--- config.mk ---
export PLATFORM = sky130hd
export DESIGN_NAME = round_arbiter_flat
export DESIGN_NICKNAME = d
export VERILOG_FILES = /design/src/rtl/tow_pkg.sv /design/src/rtl/round_arbiter_if.sv /design/src/rtl/lfsr16.sv /design/src/rtl/round_arbiter.sv /design/src/flat_wrapper.sv
export SDC_FILE = /design/constraint.sdc
export NUM_CORES = 1
export LEC_CHECK = 0
export BUFFER_PORTS_ARGS = -buffer_cell sky130_fd_sc_hd__buf_2
export CORE_MARGIN = 4
export CORE_UTILIZATION = 55
export DETAILED_ROUTE_END_ITERATION = 16
export PLACE_DENSITY = 0.81
export SYNTH_ARGS = -nofsm -noshare
export SYNTH_HDL_FRONTEND = slang
export SYNTH_SLANG_ARGS = --single-unit
--- constraint.sdc ---
create_clock -name clk -period 2.69 [get_ports clk]
set_clock_uncertainty 0.1 [all_clocks]
set_input_delay 0.4035 -clock clk [delete_from_list [all_inputs] [get_ports clk]]
set_output_delay 0.4035 -clock clk [all_outputs]
set_load 0.05 [all_outputs]
--- src/rtl/tow_pkg.sv ---
// Shared definitions for the tug-of-war round logic: FSM state encoding and
// the 16-bit Fibonacci LFSR polynomial (taps 16,14,13,11).
package tow_pkg;

  localparam int STATE_W = 3;

  typedef enum logic [STATE_W-1:0] {
    ST_ARM    = 3'd0,
    ST_WAIT   = 3'd1,
    ST_LIT    = 3'd2,
    ST_RESULT = 3'd3,
    ST_STOP   = 3'd4
  } round_state_e;

  localparam int LFSR_W = 16;
  // Bit mask of taps 16,14,13,11 (1-based), i.e. bits 15,13,12,10.
  localparam logic [LFSR_W-1:0] LFSR_TAPS = 16'hB400;

  function automatic logic [LFSR_W-1:0] lfsr_step(input logic [LFSR_W-1:0] cur);
    return {cur[LFSR_W-2:0], ^(cur & LFSR_TAPS)};
  endfunction

endpackage

--- src/rtl/round_arbiter_if.sv ---
// Button inputs and scorer-facing controls of the round arbiter.
// The slave side is the arbiter; the master side drives the buttons and game_over.
interface round_arbiter_if;
  import tow_pkg::*;

  logic               pbl;
  logic               pbr;
  logic               game_over;
  logic               leds_on;
  logic               winrnd;
  logic               right;
  logic               tie;
  logic [STATE_W-1:0] round_state;

  modport master (
    output pbl, pbr, game_over,
    input  leds_on, winrnd, right, tie, round_state
  );

  modport slave (
    input  pbl, pbr, game_over,
    output leds_on, winrnd, right, tie, round_state
  );

endinterface

--- src/rtl/lfsr16.sv ---
// Free-running 16-bit Fibonacci LFSR, advances every clock, reset loads seed.
// A zero state (only reachable from a zero seed) is kicked back to 1.
module lfsr16
  import tow_pkg::*;
(
  input  logic              clk,
  input  logic              rst,
  input  logic [LFSR_W-1:0] seed,
  output logic [LFSR_W-1:0] q
);

  logic [LFSR_W-1:0] lfsr_q;
  logic [LFSR_W-1:0] lfsr_d;

  always_comb begin
    lfsr_d = lfsr_step(lfsr_q);
    if (lfsr_d == '0) begin
      lfsr_d = LFSR_W'(1);
    end
  end

  always_ff @(posedge clk or posedge rst) begin
    if (rst) begin
      lfsr_q <= seed;
    end else begin
      lfsr_q <= lfsr_d;
    end
  end

  assign q = lfsr_q;

endmodule

--- src/rtl/round_arbiter.sv ---
// Round sequencer for tug-of-war: random LEDs-off wait, lamp, first-push arbitration, 1-cycle winrnd.
// Define ROUND_TIMEOUT_EN to force a tie after LIT_TIMEOUT cycles lit with no press.
module round_arbiter
  import tow_pkg::*;
#(
  parameter logic [15:0] DELAY_MIN   = 16'd5000,
  parameter int          DELAY_W     = 12,
  parameter logic [7:0]  HOLD_CYCLES = 8'd100,
  parameter logic [15:0] LFSR_SEED   = 16'hACE1,
  parameter logic [23:0] LIT_TIMEOUT = 24'd1000000
) (
  input  logic             clk,
  input  logic             rst,
  round_arbiter_if.slave   ra
);

  round_state_e      state_q, state_d;
  logic [7:0]        rel_cnt_q, rel_cnt_d;
  logic [16:0]       dly_q, dly_d;
  logic              leds_q, leds_d;
  logic              win_q, win_d;
  logic              right_q, right_d;
  logic              tie_q, tie_d;
  logic [LFSR_W-1:0] lfsr_q;
  logic [16:0]       dly_load;
  logic              press;
  logic              both;
  logic              lfsr_hi_unused;

  lfsr16 u_lfsr (
    .clk  (clk),
    .rst  (rst),
    .seed (LFSR_SEED),
    .q    (lfsr_q)
  );

  assign press          = ra.pbl | ra.pbr;
  assign both           = ra.pbl & ra.pbr;
  assign dly_load       = {1'b0, DELAY_MIN} + {{(17-DELAY_W){1'b0}}, lfsr_q[DELAY_W-1:0]};
  assign lfsr_hi_unused = ^lfsr_q[LFSR_W-1:DELAY_W];

`ifdef ROUND_TIMEOUT_EN
  logic [23:0] lit_cnt_q, lit_cnt_d;
`else
  localparam logic [23:0] LIT_TIMEOUT_UNUSED = LIT_TIMEOUT;
`endif

  always_comb begin
    state_d   = state_q;
    rel_cnt_d = rel_cnt_q;
    dly_d     = dly_q;
    leds_d    = 1'b0;
    win_d     = 1'b0;
    right_d   = 1'b0;
    tie_d     = 1'b0;
`ifdef ROUND_TIMEOUT_EN
    lit_cnt_d = '0;
`endif
    if (ra.game_over) begin
      state_d = ST_STOP;
    end else begin
      case (state_q)
        ST_ARM: begin
          if (press) begin
            rel_cnt_d = '0;
          end else if (rel_cnt_q == HOLD_CYCLES - 8'd1) begin
            rel_cnt_d = '0;
            dly_d     = dly_load;
            state_d   = ST_WAIT;
          end else begin
            rel_cnt_d = rel_cnt_q + 8'd1;
          end
        end
        ST_WAIT: begin
          // An early push is reported with the lamps still dark.
          if (press) begin
            state_d = ST_RESULT;
            win_d   = 1'b1;
            right_d = ra.pbr & ~ra.pbl;
            tie_d   = both;
          end else if (dly_q == '0) begin
            state_d = ST_LIT;
            leds_d  = 1'b1;
          end else begin
            dly_d = dly_q - 17'd1;
          end
        end
        ST_LIT: begin
          leds_d = 1'b1;
          if (press) begin
            state_d = ST_RESULT;
            win_d   = 1'b1;
            right_d = ra.pbr & ~ra.pbl;
            tie_d   = both;
          end
`ifdef ROUND_TIMEOUT_EN
          else if (lit_cnt_q == LIT_TIMEOUT - 24'd1) begin
            state_d = ST_RESULT;
            win_d   = 1'b1;
            tie_d   = 1'b1;
          end else begin
            lit_cnt_d = lit_cnt_q + 24'd1;
          end
`endif
        end
        ST_RESULT: begin
          state_d   = ST_ARM;
          rel_cnt_d = '0;
        end
        ST_STOP: begin
          state_d = ST_STOP;
        end
        default: begin
          state_d   = ST_ARM;
          rel_cnt_d = '0;
        end
      endcase
    end
  end

  always_ff @(posedge clk or posedge rst) begin
    if (rst) begin
      state_q   <= ST_ARM;
      rel_cnt_q <= '0;
      dly_q     <= '0;
      leds_q    <= 1'b0;
      win_q     <= 1'b0;
      right_q   <= 1'b0;
      tie_q     <= 1'b0;
    end else begin
      state_q   <= state_d;
      rel_cnt_q <= rel_cnt_d;
      dly_q     <= dly_d;
      leds_q    <= leds_d;
      win_q     <= win_d;
      right_q   <= right_d;
      tie_q     <= tie_d;
    end
  end

`ifdef ROUND_TIMEOUT_EN
  always_ff @(posedge clk or posedge rst) begin
    if (rst) begin
      lit_cnt_q <= '0;
    end else begin
      lit_cnt_q <= lit_cnt_d;
    end
  end
`endif

  assign ra.leds_on     = leds_q;
  assign ra.winrnd      = win_q;
  assign ra.right       = right_q;
  assign ra.tie         = tie_q;
  assign ra.round_state = state_q;

endmodule

--- src/flat_wrapper.sv ---
// flat-port wrapper written by rule: the top's interface ports become plain ports
module round_arbiter_flat import tow_pkg::*;
#(
  parameter logic [15:0] DELAY_MIN   = 16'd5000,
  parameter int          DELAY_W     = 12,
  parameter logic [7:0]  HOLD_CYCLES = 8'd100,
  parameter logic [15:0] LFSR_SEED   = 16'hACE1,
  parameter logic [23:0] LIT_TIMEOUT = 24'd1000000
)
  (clk, rst, ra_pbl, ra_pbr, ra_game_over, ra_leds_on, ra_winrnd, ra_right, ra_tie, ra_round_state);
  round_arbiter_if ra_i ();
  input  logic clk;
  input  logic rst;
  input wire logic [$bits(ra_i.pbl)-1:0] ra_pbl;
  input wire logic [$bits(ra_i.pbr)-1:0] ra_pbr;
  input wire logic [$bits(ra_i.game_over)-1:0] ra_game_over;
  output wire logic [$bits(ra_i.leds_on)-1:0] ra_leds_on;
  output wire logic [$bits(ra_i.winrnd)-1:0] ra_winrnd;
  output wire logic [$bits(ra_i.right)-1:0] ra_right;
  output wire logic [$bits(ra_i.tie)-1:0] ra_tie;
  output wire logic [$bits(ra_i.round_state)-1:0] ra_round_state;
  assign ra_i.pbl = ra_pbl;
  assign ra_i.pbr = ra_pbr;
  assign ra_i.game_over = ra_game_over;
  assign ra_leds_on = ra_i.leds_on;
  assign ra_winrnd = ra_i.winrnd;
  assign ra_right = ra_i.right;
  assign ra_tie = ra_i.tie;
  assign ra_round_state = ra_i.round_state;
  round_arbiter #(.DELAY_MIN(DELAY_MIN), .DELAY_W(DELAY_W), .HOLD_CYCLES(HOLD_CYCLES), .LFSR_SEED(LFSR_SEED), .LIT_TIMEOUT(LIT_TIMEOUT)) u_core (.clk(clk), .rst(rst), .ra(ra_i));
endmodule
==> out/metrics.cfg, run 1 <==
[detailed_routing]
post-route-drc-count = 0
avgViaCountPerCell = 6.082
drt-pass1-iter-count = 4
ant_nets = 0
via_count = 2074
drtIter0Drc = 156
wl_um = 5223
wl_per_cell_um = 15.32

[final_layout]
layout_commonest_cell = dfrtp_1
syn_to_final_growth_pct = 7.384
layout-drive-gt1-share = 0.1522
nNetsFinal = 298
n_antenna_cell = 0
final_cell_mix = 40 x dfrtp_1, 32 x o21ai_0, 23 x nor2_1

[setup_path]
cp_top_family = compound AO/OA/AOI/OAI gates
cp_slowest_cell = or4_1
worstPathCellList = or4_1 -> nor2_1 -> o211a_1 -> o21ai_0 -> a22o_1
worstSetupStartpointType = flop
crit_arrival_ns = 2.44
crit_path_end_kind = flop
critical_path_buf_inv_count = 0
cpPeakStageDelay_ns = 0.60
crit_fanout = 18
path_class = reg -> reg
critPathRequiredTime_ns = 2.79

[floorplanning]
die_x_um = 76.66
start_util = 0.5833
die_h_um = 76.66
core_area_mm2 = 0.004444
die_area_mm2 = 0.005876
io_pins = 12
rows = 24

[logic_synthesis]
async_flop_share = 1.000
ys_ff_latch = 48
synthCells = 285
netlist_area_mm2 = 0.002592
avgSynthCellArea_um2 = 9.096
synth_seq_area_share = 0.4672
synth_edf_count = 0
synth.distinct_cells = 51
synth_top_flop_cell = dfrtp_1
syn_nets = 295
ys_warn_count = 0

[power_and_ir_drop]
ir_worst_vdd_uv = 251.9
power_leakage_nw = 1.207
powerDensity_mw_per_mm2 = 450.7

[place]
gp_congestion = 0.8333
hpwl_um = 3583
io_buffer_count = 11

[sta]
rsz0062_at_grt = false
max_freq_ghz = 0.4267
worst_pin_slew_ns = 0.6073
slew_violations = 0
hold_viol = 0
relSlewSlack = 0.5898
setup_violations = 0
period_needed_ns = 2.343
fin_setup_tns_ns = 0
min_period_over_period = 0.8711
whs_ns = 0.1376

[outcome]
status = complete, no violations

[clock_network]
cts.sinks = 48
clk_latency_ns = 0.30
cts_buffers = 5
htreeDepth = 2
hold_buffers = 0
clk_pin_slew_ns = 0.09
cts_buffer_depth = 2
cts.repair.resized = 0
cts_setup_buffers = 0
cts_tree = yes
cts_root_buf = clkbuf_8

[grt]
met3_usage = 0.03747
grt_use_met1 = 0.2483
gr-usage-all-layers = 0.1847
grt_antenna_before_repair = 0
grt_pass1_wl_um = 8852
grt-ovfl-total = 0
met2_usage = 0.2935
first_global_vias = 1971
grt_start_max_net_pins = 49
busiest_layer = met2

[min_path]
hold_path.class = in -> async

[flow_run]
drv_cap = 0

cell type report:
cell class	count	area [um2]
inverter	10	37.54
sequential	48	1211
fill	362	1660
clock buffer	8	100.1
tap	52	65.06
multi-input combinational	202	1240
timing repair buffer	21	130.1
tightest hold or removal path, delay by kind of cell:
family   cells  cell delay [ns]
buf+inv      3             0.60
state kept, by name, indices dropped and copies added, names as in the netlist:
name                   count
u_core.ra.tie              1
u_core.ra.round_state      3
u_core.ra.winrnd           1
u_core.dly_q              17
u_core.rel_cnt_q           8
u_core.ra.leds_on          1
u_core.u_lfsr.q           16
u_core.ra.right            1
layer usage:
layer | up-vias | share of wire
met1 | 994 | 0.49
li1 | 1024 | -
met3 | 10 | 0.032
met4 | 0 | 0.018
met5 | - | 0
met2 | 46 | 0.46
power breakdown:
part,internal [mW],switching (mW)
registers,0.729,0.00846
clock network,0.235,0.228
logic,0.0184,0.0360
final timing paths:
kind                                          start                  end  slack [ns]  cells past startpoint
setup / recovery           u_core.ra.round_state[1]      u_core.dly_q[9]        0.35                      5
hold / removal                                  rst  u_core.rel_cnt_q[0]        0.14                      3
setup reg to reg           u_core.ra.round_state[1]      u_core.dly_q[9]        0.35                      5
hold reg to reg                  u_core.u_lfsr.q[6]   u_core.u_lfsr.q[7]        0.29                      0
max in group asynchronous                       rst      u_core.ra.right        1.95                      3
min in group clk                             ra_pbl      u_core.ra.right        0.20                      2
stage by stage:
| stage | worst slack (ns) | instances | util | total power [mW] | cell area, um2 |
|---|---|---|---|---|---|
| 2_1_floorplan | 0.3642 | 285 | - | 0.7851 | 2592 |
| 3_3_place_gp | 0.4158 | 333 | 0.6039 | 0.8047 | 2684 |
| 3_5_place_dp | 0.3579 | 333 | 0.6039 | 0.8060 | 2684 |
| 4_1_cts | 0.3565 | 341 | 0.6264 | 1.271 | 2784 |
| 5_1_grt | 0.2004 | 341 | 0.6264 | 1.308 | 2784 |
| 6_report | 0.3467 | 341 | 0.6264 | 1.255 | 2784 |
cell usage after synthesis, types with 4 or more instances:
library cell	count	area, um2
nand2_1	21	78.83
nand2b_1	6	37.54
nor4_1	8	50.05
nand4_1	4	25.02
ha_1	5	62.56
xnor2_1	7	61.31
clkbuf_1	19	71.32
a21oi_1	13	65.06
nor3b_1	4	30.03
nand3_1	7	35.03
dfstp_2	8	210.2
dfrtp_1	40	1001
and3_1	7	43.79
a22o_1	4	35.03
nor3_1	11	55.05
xor2_1	4	35.03
o211ai_1	4	30.03
inv_1	10	37.54
o21ai_0	32	160.2
nor2_1	23	86.33
cells by family after synthesis:
group,count (synthesis),share of synthesized area
multiplexers,2,0.007722
flip-flops,48,0.4672
adder cells (fa/ha/maj),5,0.02413
XOR/XNOR,11,0.03716
AO/OA/AOI/OAI,77,0.1882
buffers and inverters,35,0.05647
AND/OR/NAND/NOR,107,0.2191
Power figures use the tool's default switching activity.
==> inputs of run 2 (changes only) <==
ABC_AREA = 1   (was unset)
PLACE_DENSITY = 0.8   (was 0.81)
==> run 2 against run 1 <==
Against the previous run:
- hold slack improved by 0.059 ns
- global-route usage rose by 0.77 points
- non-clock buffer count fell by 8
- maximum frequency rose by 23%
- clock-buffer cell count fell by 2
- synthesized cell count rose by 36%
- critical path type unchanged
==> out/metrics.cfg, run 2 <==
[clock_network]
cts_root_buf = clkbuf_8  ; unchanged
clk_latency_ns = 0.31  ; was 0.30 ns
cts_tree = yes  ; unchanged
cts_setup_buffers = 0  ; unchanged
cts.repair.resized = 0  ; unchanged
cts_buffers = 5  ; unchanged
htreeDepth = 2  ; unchanged
cts.sinks = 48  ; unchanged
clk_pin_slew_ns = 0.09  ; about the same
cts_buffer_depth = 2  ; unchanged

[power_and_ir_drop]
powerDensity_mw_per_mm2 = 568.7  ; was 450.7 mW/mm2
power_leakage_nw = 1.491  ; was 1.207 nW
ir_worst_vdd_uv = 322.8  ; was 251.9 uV

[final_layout]
top_register = u_core.dly_q  ; unchanged
final_area_mm2 = 0.002939  ; was 0.002784 mm2
largest_reg_flops = 17  ; unchanged
final-instance-count-excl-fill = 457  ; was 341
layout_commonest_cell = nand2_1  ; was dfrtp_1
syn_to_final_growth_pct = 5.668  ; was 7.384%
layout-drive-gt1-share = 0.1256  ; was 0.1522
nNetsFinal = 399  ; was 298
n_antenna_cell = 0  ; unchanged
final_cell_mix = 125 x nand2_1, 45 x nor2_1, 40 x nand3_1, 40 x dfrtp_1, 38 x inv_1  ; was 40 x dfrtp_1, 32 x o21ai_0, 23 x nor2_1

[sta]
relSlewSlack = 0.7351  ; was 0.5898
worst_pin_slew_ns = 0.3959  ; was 0.6073 ns
min_period_over_period = 0.7109  ; was 0.8711
period_needed_ns = 1.912  ; was 2.343 ns
rsz0062_at_grt = false  ; unchanged
fin_setup_tns_ns = 0  ; unchanged
max_freq_ghz = 0.5229  ; was 0.4267 GHz
hold_viol = 0  ; unchanged
setup_violations = 0  ; unchanged
slew_violations = 0  ; unchanged

[min_path]
hold_path.class = in -> reg  ; was in -> async

[logic_synthesis]
synth_top_area_frac = 0.3599  ; was 0.3861
yosys-top-cells-count = 125 x nand2_1, 45 x nor2_1, 40 x dfrtp_1, 40 x nand3_1, 39 x inv_1  ; was 40 x dfrtp_1, 32 x o21ai_0, 23 x nor2_1
ys_warn_count = 0  ; unchanged
synth_seq_area_share = 0.4354  ; was 0.4672
syn_nets = 397  ; was 295
synth_top_cell_by_area = dfrtp_1  ; unchanged
synth_top_flop_cell = dfrtp_1  ; unchanged
synth.distinct_cells = 30  ; was 51
yosys-top-cells-area = dfrtp_1 36%, nand2_1 17%, dfstp_2 7.6%, nand3_1 7.2%, nor2_1 6.1%  ; was dfrtp_1 39%, dfstp_2 8.1%, o21ai_0 6.2%, nor2_1 3.3%, nand2_1 3.0%
netlist_area_mm2 = 0.002781  ; was 0.002592 mm2
async_flop_share = 1.000  ; unchanged
avgSynthCellArea_um2 = 7.187  ; was 9.096 um2
synthCells = 387  ; was 285
ys_ff_latch = 48  ; unchanged
synth_edf_count = 0  ; unchanged
synth.most_common_cell = nand2_1  ; was dfrtp_1

[floorplanning]
die_area_mm2 = 0.006259  ; was 0.005876 mm2
io_pins = 12  ; unchanged
die_h_um = 79.12  ; was 76.66 um
die_x_um = 79.12  ; was 76.66 um
core_area_mm2 = 0.004817  ; was 0.004444 mm2
start_util = 0.5774  ; was 0.5833
rows = 25  ; was 24

[grt]
grt_start_max_net_pins = 30  ; was 49
grt-ovfl-total = 0  ; unchanged
grt_pass1_wl_um = 9618  ; was 8852 um
gr-usage-all-layers = 0.1924  ; was 0.1847
grt_antenna_before_repair = 0  ; unchanged
first_global_vias = 2148  ; was 1971

[detailed_routing]
ant_nets = 0  ; unchanged
avgViaCountPerCell = 5.068  ; was 6.082
post-route-drc-count = 0  ; unchanged
wl_um = 5457  ; was 5223 um
wl_per_cell_um = 11.94  ; was 15.32 um
drt-pass1-iter-count = 4  ; unchanged
via_count = 2316  ; was 2074
drtIter0Drc = 177  ; was 156

[place]
dp.cells = 448  ; was 333
io_buffer_count = 11  ; unchanged
hpwl_um = 4078  ; was 3583 um
dpl_cell_area_mm2 = 0.002844  ; was 0.002684 mm2
gp_congestion = 0.8955  ; was 0.8333

[setup_path]
crit_path_end_kind = flop  ; unchanged
critPathRequiredTime_ns = 2.77  ; was 2.79 ns
crit_arrival_ns = 1.99  ; was 2.44 ns
worstSetupStartpointType = flop  ; unchanged
crit_fanout = 18  ; unchanged
path_class = reg -> reg  ; unchanged

[outcome]
status = complete, no violations  ; unchanged

[flow_run]
drv_cap = 0  ; unchanged

==> run 2: cell types whose count changed in the layout (fill, tap and decap cells not counted), moves of 7 or more <==
cell / change
buf_4: -9
nor2_1: +22
nand3_1: +33
nor3_1: -7
nand2_1: +104
inv_1: +29
a21oi_1: -7
o21ai_0: -15
==> run 2: cell type report <==
type                       instances  area (um2)
tap                               67       83.83
timing repair buffer              13       72.57
fill                             450        1878
clock inverter                     2       12.51
multi-input combinational        278        1325
sequential                        48        1211
clock buffer                       6       72.57
inverter                          43       161.4
==> run 2: repair_timing <==
item                       CTS  global route
hold buffers                 1             0
hold endpoints to repair    12             0
setup endpoints to repair    0             0
==> run 2: power breakdown <==
part           switching (mW)  internal, mW  total, mW  leakage [nW]
Combinational           0.252         0.129      0.381         0.853
Sequential             0.0820         0.791      0.873         0.597
Clock                   0.237         0.182      0.418        0.0412
==> run 2: worst paths after layout <==
| check | slack [ns] | start | cells after the start | to |
|---|---|---|---|---|
| hold reg to reg | 0.30 | u_core.u_lfsr.q[9] | 0 | u_core.u_lfsr.q[10] |
| max in group asynchronous | 1.24 | rst | 4 | u_core.u_lfsr.q[0] |
| setup reg to reg | 0.78 | u_core.ra.round_state[1] | 6 | u_core.dly_q[15] |
| setup / recovery | 0.78 | u_core.ra.round_state[1] | 6 | u_core.dly_q[15] |
| min in group asynchronous | 0.52 | rst | 3 | u_core.u_lfsr.q[14] |
| hold / removal | 0.20 | ra_pbl | 2 | u_core.ra.right |
==> run 2: cells by family after synthesis <==
kind of cell | count (synthesis) | synth area share
buffers and inverters | 61 | 0.08816
AO/OA/AOI/OAI | 28 | 0.05489
AND/OR/NAND/NOR | 239 | 0.3801
adder cells (fa/ha/maj) | 5 | 0.02249
XOR/XNOR | 6 | 0.01889
flip-flops | 48 | 0.4354
==> run 2: metrics by stage <==
stage	utilization	hold WS [ns]	total power [mW]	setup slack, ns
final	0.6101	0.1967	1.672	0.7777
after floorplan	-	0.3320	1.171	0.9171
after detailed placement	0.5904	0.2921	1.261	0.7955
after global routing	0.6101	0.2119	1.782	0.5596
after global placement	0.5904	0.2837	1.248	0.8605
after CTS	0.6101	0.1866	1.683	0.7643
==> run 2: metal layers <==
layer / vias up / GRT usage / routed length [um]
met4: 0 / 0.06014 / 59
met2: 38 / 0.2963 / 2463
li1: 1213 / - / -
met5: - / 0 / 0
met1: 1059 / 0.2779 / 2718
met3: 6 / 0.03175 / 216
==> run 2: worst max-delay path, stage by stage (launching register included) <==
cell and delay, ns:
dfrtp_1 0.43, nor2_2 0.18, nand2_2 0.21, inv_2 0.33, nand3_2 0.14, nand3_2 0.26, o21ai_0 0.15
==> inputs of run 3 (changes only) <==
ABC_AREA = 0   (was 1)
PLACE_DENSITY = 0.83   (was 0.8)
clock period = 1.6 ns   (was 2.69 ns; I/O delays follow)
==> run 3 against run 2 <==
Against the previous run:
- the run now ends with negative setup slack left
- wire length up 46%
- global-route usage up 3.4 points
- critical path depth down 1
- flip-flop and latch count unchanged
- total power up 37%
- final area up 24%
- first-iteration DRC count up 7.9%
- setup slack worse by 1.3 ns
- sequential share of layout area down 7.9 points
==> out/metrics.cfg, run 3 (same netlist as run 1, synthesis figures left out) <==
[clock_network]
cts_tree = yes  ; unchanged
cts_buffer_depth = 2  ; unchanged
clk_pin_slew_ns = 0.09  ; about the same
clk_latency_ns = 0.30  ; was 0.31 ns
cts_buffers = 5  ; unchanged
cts_root_buf = clkbuf_8  ; unchanged
htreeDepth = 2  ; unchanged
cts.sinks = 48  ; unchanged

[sta]
worst_pin_slew_ns = 0.3197  ; was 0.3959 ns
setup_violations = 28  ; was 0
period_needed_ns = 2.083  ; was 1.912 ns
relSlewSlack = 0.7846  ; was 0.7351
min_period_over_period = 1.302  ; was 0.7109
hold_viol = 0  ; unchanged
slew_violations = 0  ; unchanged
rsz0062_at_grt = true  ; was false
max_freq_ghz = 0.4801  ; was 0.5229 GHz
fin_ws_ns = -0.4829  ; was 0.7777 ns
fin_setup_tns_ns = -10.89  ; was 0 ns

[floorplanning]
rows = 24  ; was 25
core_area_mm2 = 0.004444  ; was 0.004817 mm2
io_pins = 12  ; unchanged
die_x_um = 76.66  ; was 79.12 um
die_area_mm2 = 0.005876  ; was 0.006259 mm2
start_util = 0.5833  ; was 0.5774
die_h_um = 76.66  ; was 79.12 um

[power_and_ir_drop]
power_mw = 2.292  ; was 1.672 mW
powerDensity_mw_per_mm2 = 627.5  ; was 568.7 mW/mm2
ir_worst_vdd_uv = 492.3  ; was 322.8 uV
power_leakage_nw = 1.620  ; was 1.491 nW

[final_layout]
final_cell_mix = 65 x buf_4, 36 x dfrtp_1, 19 x nor2_1, 19 x nand2_1  ; was 125 x nand2_1, 45 x nor2_1, 40 x nand3_1, 40 x dfrtp_1, 38 x inv_1
fillCellCount = 234  ; was 450
top_register = u_core.dly_q  ; unchanged
layout-drive-gt1-share = 0.4441  ; was 0.1256
layout_commonest_cell = buf_4  ; was nand2_1
syn_to_final_growth_pct = 40.88  ; was 5.668%
seqCellArea_mm2 = 0.001216  ; was 0.001211 mm2
largest_reg_flops = 17  ; unchanged
multi_input_area_mm2 = 0.001525  ; was 0.001325 mm2
n_antenna_cell = 0  ; unchanged
final-instance-count-excl-fill = 410  ; was 457
nNetsFinal = 367  ; was 399

[place]
dp.cells = 395  ; was 448
hpwl_um = 4449  ; was 4078 um
io_buffer_count = 11  ; unchanged
gp_congestion = 0.8769  ; was 0.8955

[grt]
gr-usage-all-layers = 0.2260  ; was 0.1924
grt_pass1_wl_um = 10910  ; was 9618 um
first_global_vias = 2373  ; was 2148
grt_start_max_net_pins = 49  ; was 30
grt-ovfl-total = 0  ; unchanged
grt_antenna_before_repair = 0  ; unchanged

[setup_path]
critical_path_buf_inv_count = 0  ; was 1
cp_slowest_cell = dfrtp_1  ; unchanged
crit_path_end_kind = flop  ; unchanged
worstPathCellList = nor4_4 -> nand4_1 -> o211a_4 -> o21ai_0 -> a22o_1  ; was nor2_2 -> nand2_2 -> inv_2 -> nand3_2 -> nand3_2 -> o21ai_0
crit_fanout = 7  ; was 18
cp_top_family = compound AO/OA/AOI/OAI gates  ; was simple AND/OR/NAND/NOR gates
critPathRequiredTime_ns = 1.74  ; was 2.77 ns
worstSetupStartpointType = flop  ; unchanged
path_class = reg -> reg  ; unchanged
cpPeakStageDelay_ns = 0.44  ; was 0.43 ns
crit_arrival_ns = 2.22  ; was 1.99 ns

[detailed_routing]
post-route-drc-count = 0  ; unchanged
wl_um = 7954  ; was 5457 um
ant_nets = 0  ; unchanged
drtIter0Drc = 191  ; was 177
avgViaCountPerCell = 6.305  ; was 5.068
via_count = 2585  ; was 2316
wl_per_cell_um = 19.40  ; was 11.94 um
drt-pass1-iter-count = 5  ; was 4

[outcome]
status = finished, violations left  ; was complete, no violations
violations = negative setup slack

[flow_run]
drv_cap = 0  ; unchanged

[min_path]
hold_path.class = in -> reg  ; unchanged

[run 3: cell count changes in the layout (fill, tap and decap cells not counted), moves of 15 or more]
cell / previous run / this run
buf_4: 1 / 65
o21ai_1: 0 / 15
nor2_1: 45 / 19
nand2_1: 125 / 19
nand3_1: 40 / 5
inv_1: 38 / 7
[run 3: area by class of cell]
type                       count  share of cell area
clock buffer                   5             0.01884
clock inverter                 3             0.01165
inverter                      10             0.01028
multi-input combinational    203              0.4176
sequential                    48              0.3330
tap                           52             0.01781
timing repair buffer          89              0.1908
[run 3: worst register-to-register path, stage by stage (launching register included)]
cell and delay [ns]:
dfrtp_1 0.44, nor4_4 0.38, nand4_1 0.34, o211a_4 0.39, o21ai_0 0.15, a22o_1 0.22
[run 3: path summary, 6_finish.rpt]
kind	start	end	slack, ns	depth (start not counted)
max	u_core.dly_q[5]	u_core.dly_q[8]	-0.48	5
min	ra_pbl	u_core.ra.right	0.16	3
max reg2reg	u_core.dly_q[5]	u_core.dly_q[8]	-0.48	5
min reg2reg	u_core.u_lfsr.q[6]	u_core.u_lfsr.q[7]	0.30	0
max in group asynchronous	rst	u_core.u_lfsr.q[10]	0.72	4
min in group asynchronous	rst	u_core.dly_q[2]	0.41	4
[run 3: through the flow]
step	worst slack [ns]	area, um2	utilization	hold slack, ns
after detailed placement	-0.4699	3221	0.7247	0.1982
after floorplan	-0.5369	2684	-	0.2055
final	-0.4829	3652	0.8218	0.1615
after global routing	-0.5457	3652	0.8218	0.1526
after CTS	-0.3418	3408	0.7669	0.1299
after global placement	-0.3990	3221	0.7247	0.1947
[run 3: layer usage]
layer | wire [um] | vias up | GRT usage | part of all wire
li1 | - | 1167 | - | -
met1 | 3130 | 1255 | 0.2983 | 0.39
met2 | 3958 | 124 | 0.3743 | 0.50
met3 | 482 | 39 | 0.03513 | 0.061
met4 | 382 | 0 | 0.08696 | 0.048
met5 | 0 | - | 0 | 0
[run 3: power by group]
group	internal, mW	switching [mW]
combinational	0.0815	0.104
sequential	1.23	0.0111
clock	0.462	0.407
total	1.77	0.522
[run 3: timing repair]
action,4_1_cts,5_1_grt
hold buffers,1,0
resized for setup,21,54
pin swaps,6,22
hold endpoints to repair,40,0
buffers inserted,0,5
gates cloned,0,1
setup endpoints to repair,28,30
